### config.mk
export PLATFORM = sky130hd
export DESIGN_NAME = vga_draw_scheduler
export DESIGN_NICKNAME = d
export VERILOG_FILES = /design/src/rtl/vga_sched_pkg.sv /design/src/rtl/vga_draw_scheduler_rr_pick.sv /design/src/rtl/vga_draw_scheduler.sv
export SDC_FILE = /design/constraint.sdc
export NUM_CORES = 1
export LEC_CHECK = 0
export CORE_AREA = 2 2 83 117
export DETAILED_ROUTE_END_ITERATION = 10
export DIE_AREA = 0 0 85 119
export GPL_ROUTABILITY_DRIVEN = 0
export PLACE_DENSITY = 0.65
export SLEW_MARGIN = 20
export SYNTH_ARGS = -nofsm -noshare
export SYNTH_HDL_FRONTEND = slang
export SYNTH_SLANG_ARGS = --single-unit
### constraint.sdc
create_clock -name clock -period 7.08 [get_ports clock]
set_clock_uncertainty 0.15 [all_clocks]
set_input_delay 1.416 -clock clock [delete_from_list [all_inputs] [get_ports clock]]
set_output_delay 1.416 -clock clock [all_outputs]
set_load 0.02 [all_outputs]
### src/rtl/vga_sched_pkg.sv
// Shared types and default sizing for the VGA draw scheduler.
// Defaults cover twelve clients and a full 160x120 clear before timing out.
package vga_sched_pkg;

    localparam int DEF_NUM_CLIENTS = 12;
    localparam int DEF_SEL_W       = 4;
    localparam int DEF_TIMEOUT     = 20000;
    localparam int DEF_TMR_W       = 15;

    typedef enum logic [1:0] {
        IDLE,
        START,
        WAIT,
        GAP
    } sched_state_e;

endpackage

### src/rtl/vga_draw_scheduler_rr_pick.sv
// Combinational round-robin picker: the first requester above the last
// granted index, wrapping around, wins.
module rr_pick
    import vga_sched_pkg::*;
#(
    parameter int NUM_CLIENTS = DEF_NUM_CLIENTS,
    parameter int SEL_W       = DEF_SEL_W
) (
    input  logic [NUM_CLIENTS-1:0] req_i,
    input  logic [SEL_W-1:0]       last_i,
    output logic [SEL_W-1:0]       winner_o,
    output logic                   valid_o
);

    int idx;

    // Scan from the farthest candidate down to the nearest so the closest
    // requester after last_i overwrites any earlier hit.
    always_comb begin
        winner_o = '0;
        valid_o  = 1'b0;
        idx      = 0;
        for (int k = NUM_CLIENTS; k >= 1; k--) begin
            idx = (int'(last_i) + k) % NUM_CLIENTS;
            if (req_i[SEL_W'(idx)]) begin
                winner_o = SEL_W'(idx);
                valid_o  = 1'b1;
            end
        end
    end

endmodule

### src/rtl/vga_draw_scheduler.sv
// Shares the single VGA adapter write port among drawing clients: one grant
// at a time, start pulse, wait for done or timeout, one dead cycle, repeat.
module vga_draw_scheduler
    import vga_sched_pkg::*;
#(
    parameter int NUM_CLIENTS = DEF_NUM_CLIENTS,
    parameter int SEL_W       = DEF_SEL_W,
    parameter int TIMEOUT     = DEF_TIMEOUT,
    parameter int TMR_W       = DEF_TMR_W
) (
    input  logic                   clock,
    input  logic                   resetn,
    input  logic                   enable,
    input  logic [NUM_CLIENTS-1:0] req,
    input  logic [NUM_CLIENTS-1:0] done,
    output logic [NUM_CLIENTS-1:0] start,
    output logic [SEL_W-1:0]       select,
    output logic                   write_gate,
    output logic                   busy,
    output logic                   timeout_err
);

    sched_state_e     state_q, state_d;
    logic [SEL_W-1:0] select_q, select_d;
    logic [SEL_W-1:0] last_q, last_d;
    logic [TMR_W-1:0] timer_q, timer_d;
    logic             tmo_q, tmo_d;

    logic [SEL_W-1:0] pick_winner;
    logic             pick_valid;

    rr_pick #(
        .NUM_CLIENTS (NUM_CLIENTS),
        .SEL_W       (SEL_W)
    ) u_pick (
        .req_i    (req),
        .last_i   (last_q),
        .winner_o (pick_winner),
        .valid_o  (pick_valid)
    );

    always_ff @(posedge clock or negedge resetn) begin
        if (!resetn) begin
            state_q  <= IDLE;
            select_q <= '0;
            last_q   <= SEL_W'(NUM_CLIENTS - 1);
            timer_q  <= '0;
            tmo_q    <= 1'b0;
        end else begin
            state_q  <= state_d;
            select_q <= select_d;
            last_q   <= last_d;
            timer_q  <= timer_d;
            tmo_q    <= tmo_d;
        end
    end

    // select only moves on IDLE->START; done is looked at only in WAIT and
    // only for the granted client, and wins over a same-cycle timeout.
    always_comb begin
        state_d  = state_q;
        select_d = select_q;
        last_d   = last_q;
        timer_d  = timer_q;
        tmo_d    = 1'b0;
        case (state_q)
            IDLE: begin
                if (enable && pick_valid) begin
                    select_d = pick_winner;
                    state_d  = START;
                end
            end
            START: begin
                timer_d = '0;
                state_d = WAIT;
            end
            WAIT: begin
                timer_d = timer_q + 1'b1;
                if (done[select_q]) begin
                    state_d = GAP;
                end else if (timer_q == TMR_W'(TIMEOUT - 1)) begin
                    tmo_d   = 1'b1;
                    state_d = GAP;
                end
            end
            GAP: begin
                last_d  = select_q;
                state_d = IDLE;
            end
            default: state_d = IDLE;
        endcase
    end

    always_comb begin
        start = '0;
        if (state_q == START) begin
            start[select_q] = 1'b1;
        end
    end

    assign select      = select_q;
    assign write_gate  = (state_q == START) || (state_q == WAIT);
    assign busy        = (state_q != IDLE);
    assign timeout_err = tmo_q;

endmodule

==> impl_metrics.json, run 1 <==
{
  "fillerInstances": 896,
  "final_hold_viol_count": 0,
  "tightestPinTransition_ns": 0.860,
  "synth-seq-cells": 26,
  "relSlewSlack_pct": 41.9,
  "outcome": "completed",
  "viasPerCell": 6.35,
  "fin_tns_setup_ns": 0,
  "cts.sinks": 26,
  "worstPathRequired_ns": 7.07,
  "clk_pin_slew_worst_paths_ns": 0.07,
  "start_kind": "register",
  "worstPathCellList": "inv_1 -> ha_1 -> a21boi_0 -> xnor2_1 -> inv_1 -> ha_1 -> or4b_1 -> a211oi_1 -> a211oi_1 -> o21ai_0 -> nand4_1 -> o31a_1 -> o22a_1 -> mux2_4",
  "cp-end-kind": "register",
  "dp_hpwl_mm": 8.79,
  "post_cts_buffers": 0,
  "die_area_um2": 10100,
  "hold_path_class": "reg2reg",
  "routed_wirelength_mm": 11.2,
  "cts_buffers": 3,
  "tritoncts": "done",
  "design_area_um2": 4460,
  "start_util_pct": 41.9,
  "rows": 42,
  "core_area_um2": 9200,
  "die_x_um": 85,
  "vias": 3904,
  "grt_first_pass_wirelength_mm": 18.4,
  "n_antenna_cell": 0,
  "cts-root-buf": "clkbuf_16",
  "routedWlPerCell_um": 18.2,
  "mappedNetlistNets": 533,
  "syn_to_final_growth_pct": 15.7,
  "rsz0062_at_grt": "false",
  "antenna_left": 0,
  "drv_cap": 0,
  "synth_area_um2": 3850,
  "synth_top_flop_cell": "dfrtp_1",
  "slew_violations": 0,
  "antenna_found_initial": 0,
  "ys_seq_area_share_pct": 17.0,
  "dr.first_iter.drc_count": 269,
  "drc": 0,
  "setup_violations": 0,
  "path_class": "reg2reg",
  "ys_async_sr_fraction_pct": 100,
  "grt_max_degree": 27,
  "io_pins": 46,
  "port_buffers": 45,
  "layout.nets": 567,
  "overflow": 0,
  "ctsHtreeMaxLevel": 1,
  "max_clock_freq_mhz": 184,
  "avgSynthCellArea_um2": 8.16,
  "period_share_pct": 76.8,
  "grt_pass1_vias": 3794,
  "ys_types": 75,
  "dr.pass1.iters": 6,
  "cpPeakStageDelay_ns": 0.88,
  "drive_gt1_share_pct": 8.12,
  "min_period_ns": 5.44,
  "worstPathArrival_ns": 5.43,
  "placed_cell_area_um2": 4370,
  "yosysWarnings": 0,
  "synth_edf_count": 0,
  "syn_inst": 472,
  "die_h_um": 119,
  "cts_hold_buf": 0,
  "clock_latency_ns": 0.26,
  "critPathMaxFanout": 22,
  "critPathSlowestCell": "dfstp_2",
  "cts_buffer_depth": 2,
  "grtUsageTotal_pct": 22.1,
  "cts_resized": 0
}
-- placed cells by master, fill, tap and decap left out, types with 8 or more instances in the layout --
master / n
nand3_1: 12
mux2i_1: 12
a211oi_1: 10
inv_1: 26
xnor2_1: 10
o21ai_0: 24
ha_1: 34
xor2_1: 9
a21oi_1: 27
or3_1: 8
clkdlybuf4s50_1: 45
nand2_1: 45
dfrtp_1: 23
nor3_1: 8
nor2_1: 44
mux4_2: 13
a211o_1: 11
-- critical path: cells and delay by family (launching register included) --
kind	cells	cell delay [ns]
XOR/XNOR	1	0.28
AO/OA/AOI/OAI	6	1.94
multiplexers	1	0.30
flip-flops	1	0.88
adder cells (fa/ha/maj)	2	0.56
AND/OR/NAND/NOR	2	0.82
buffers and inverters	2	0.38
-- final timing paths --
check                           start         end  slack, ns  cells after the start
min                        timer_q[0]  timer_q[0]       0.39                      1
max reg2reg                 last_q[1]  state_q[1]       1.64                     14
max in group asynchronous      resetn   last_q[1]       5.10                      2
max                         last_q[1]  state_q[1]       1.64                     14
min reg2reg                timer_q[0]  timer_q[0]       0.39                      1
min in group asynchronous      resetn  timer_q[6]       1.38                      2
-- area by class of cell --
type / instances / area (um2) / share of cell area, %
tap: 110 / 138 / 3.09
clock buffer: 4 / 88.8 / 1.99
sequential: 26 / 654 / 14.7
multi-input combinational: 401 / 3010 / 67.6
inverter: 28 / 105 / 2.36
timing repair buffer: 46 / 458 / 10.3
-- layer usage --
metal  part of all wire [%]  wire length, um  up-vias  global-route usage [%]
met4                    4.4              492        0                    9.62
met1                     39             4380     1886                    25.8
met5                      0                0        -                       0
met3                    4.4              492       31                    1.66
met2                     52             5820      135                    40.6
li1                       -                -     1852                       -
-- through the flow --
stage | worst slack (ns) | hold slack, ns | utilization (%) | cells
5_1_grt | 1.25 | 0.436 | 48.5 | 615
3_5_place_dp | 1.70 | 0.388 | 47.5 | 611
6_report | 1.64 | 0.392 | 48.5 | 615
4_1_cts | 1.66 | 0.397 | 48.5 | 615
2_1_floorplan | 2.11 | 0.342 | - | 472
3_3_place_gp | 1.70 | 0.371 | 47.5 | 611
-- flip-flops by register name, indices dropped and copies added, names as in the netlist --
name and count:
last_q 4, select 4, state_q 2, timer_q 15, timeout_err 1
-- synthesized netlist by cell type (4+ instances only) --
cell / count / share of area (%)
nand3b_1: 5 / 0.97
nor3_1: 8 / 1.0
o21ai_0: 24 / 3.1
nor2_1: 44 / 4.3
a21o_1: 7 / 1.4
and2_1: 7 / 1.1
o22ai_1: 4 / 0.65
a21oi_1: 27 / 3.5
dfrtp_1: 23 / 15
nor2b_1: 4 / 0.65
xor2_1: 9 / 2.0
and3b_1: 4 / 0.91
inv_1: 26 / 2.5
a211oi_1: 10 / 1.9
mux2i_1: 12 / 3.1
clkbuf_1: 11 / 1.1
nand2b_1: 5 / 0.81
a211o_1: 11 / 2.5
a31oi_1: 7 / 1.1
or3_1: 8 / 1.3
ha_1: 34 / 11
xnor2_1: 10 / 2.3
mux4_2: 13 / 7.6
nand2_1: 45 / 4.4
nand4_1: 6 / 0.97
and3_1: 7 / 1.1
o31ai_1: 4 / 0.78
o31a_1: 4 / 0.91
nand3_1: 12 / 1.6
or2_2: 5 / 0.81
-- cell families after synthesis --
family | count (synthesis) | share of synthesized area (%)
and+or+nand+nor | 181 | 24.8
AOI/OAI and AO/OA | 135 | 24.3
buffers and inverters | 45 | 4.77
adders and majority gates | 34 | 11.0
muxes | 31 | 13.3
DFF | 26 | 17.0
xor gates and xnor gates | 20 | 4.74
Power of run 1 is left out: the tool's default activity adds up to more than one toggle a clock period on the data nets, which glitch-free logic cannot reach.
==> run 2, diff against run 1 <==
Settings changed: PLACE_DENSITY 0.65 to 0.68.
Clock period 7.08 ns to 4.9 ns, I/O delays scaled along.
==> impl_metrics.json, run 2 (synthesis results as in run 1) <==
{
  "n_antenna_cell": 0,
  "clk_pin_slew_worst_paths_ns": 0.07,
  "worstPathCellList": "clkinv_1 -> ha_1 -> nor2b_1 -> or2_2 -> ha_1 -> nor3b_1 -> mux2i_1 -> a31oi_2 -> mux2i_1 -> mux2i_1 -> or4_4 -> o31a_1 -> o22a_1 -> mux2_4",
  "hold_path_class": "reg2reg",
  "worstReg2RegEnd": "state_q[1]",
  "antenna_found_initial": 0,
  "crit_end": "state_q[1]",
  "fillerInstances": 872,
  "routedWlPerCell_um": 18.3,
  "rsz0062_at_grt": "false",
  "viasPerCell": 6.34,
  "relSlewSlack_pct": 51.0,
  "cp.depth": 14,
  "startpoint": "last_q[3]",
  "multi_input_comb_area_um2": 3050,
  "fin_tns_setup_ns": 0,
  "cts.sinks": 26,
  "ctsHtreeMaxLevel": 1,
  "max_clock_freq_mhz": 215,
  "cpPeakStageDelay_ns": 0.71,
  "dr.pass1.iters": 5,
  "grt_max_degree": 27,
  "drv_cap": 0,
  "die_h_um": 119,
  "ff_latch_area_um2": 659,
  "stdcell_count": 632,
  "critPathMaxFanout": 12,
  "io_pins": 46,
  "top_register": "timer_q",
  "die_area_um2": 10100,
  "utilization_pct": 50.5,
  "slew_violations": 0,
  "clock_latency_ns": 0.26,
  "grt_pass1_vias": 3894,
  "syn_to_final_growth_pct": 20.5,
  "path_class": "reg2reg",
  "start_kind": "register",
  "antenna_left": 0,
  "vias": 4007,
  "setup_violations": 0,
  "overflow": 0,
  "die_x_um": 85,
  "tritoncts": "done",
  "grt_first_pass_wirelength_mm": 18.8,
  "port_buffers": 45,
  "final_hold_viol_count": 0,
  "period_share_pct": 94.8,
  "min_period_ns": 4.64,
  "dr.first_iter.drc_count": 369,
  "critPathTopFamily": "simple AND/OR/NAND/NOR gates",
  "worstPathRequired_ns": 4.90,
  "worstPathArrival_ns": 4.64,
  "cp-end-kind": "register",
  "critPathSlowestCell": "dfstp_4",
  "drc": 0,
  "reg2reg_depth": 14,
  "layout.nets": 584,
  "r2r_slack_ns": 0.26,
  "cts_hold_buf": 0,
  "start_util_pct": 41.9,
  "grtUsageTotal_pct": 22.8,
  "drive_gt1_share_pct": 12.1,
  "fin_hold_ws_ns": 0.390,
  "cts_buffers": 3,
  "largest_register_ffs": 15,
  "dp_hpwl_mm": 9.18,
  "reg2reg_from": "last_q[3]",
  "dp.cells": 627,
  "cpMostUsedCell": "mux2i_1",
  "outcome": "completed",
  "core_area_um2": 9200,
  "mostFrequentLayoutCells": "nand2_1, clkdlybuf4s50_1, nor2_1",
  "cts-root-buf": "clkbuf_16",
  "routed_wirelength_mm": 11.6,
  "cts_buffer_depth": 2,
  "critPathBufInv": 1,
  "tightestPinTransition_ns": 0.734,
  "rows": 42
}
run 2: worst min-delay path by stage:
stage	endpoint	slack, ns	startpoint	cells after the start
2_1_floorplan	timer_q[3]	0.34	timer_q[3]	1
3_3_place_gp	timer_q[0]	0.37	timer_q[0]	1
3_5_place_dp	timer_q[14]	0.38	timer_q[14]	2
4_1_cts	timer_q[0]	0.40	timer_q[0]	1
5_1_grt	timer_q[14]	0.43	timer_q[14]	2
6_report	timer_q[0]	0.39	timer_q[0]	1
run 2: routing by layer:
layer / vias to the layer above / routed length (um) / global-route usage [%]
li1: 1883 / - / -
met4: 0 / 549 / 9.33
met5: - / 0 / 0
met1: 1920 / 4490 / 25.7
met3: 39 / 592 / 1.94
met2: 165 / 5950 / 43.1
run 2: through the flow:
stage / cell area (um2) / worst slack (ns)
after CTS: 4590 / 0.115
after global placement: 4490 / 0.175
after floorplan: 3850 / 0.0447
final: 4640 / 0.256
after global routing: 4640 / 0.0371
after detailed placement: 4490 / 0.139
run 2: what timing repair did:
item / CTS / global route
setup endpoints to repair: 0 / 6
buffers inserted: 0 / 1
gates resized for setup: 0 / 9
run 2: final cells by class:
| class | count | share of cell area [%] |
|---|---|---|
| clock buffer | 3 | 1.62 |
| clock inverter | 1 | 0.647 |
| inverter | 28 | 2.26 |
| multi-input combinational | 401 | 65.7 |
| sequential | 26 | 14.2 |
| tap | 110 | 2.97 |
| timing repair buffer | 63 | 12.6 |
Power of run 2 is left out for the same reason.
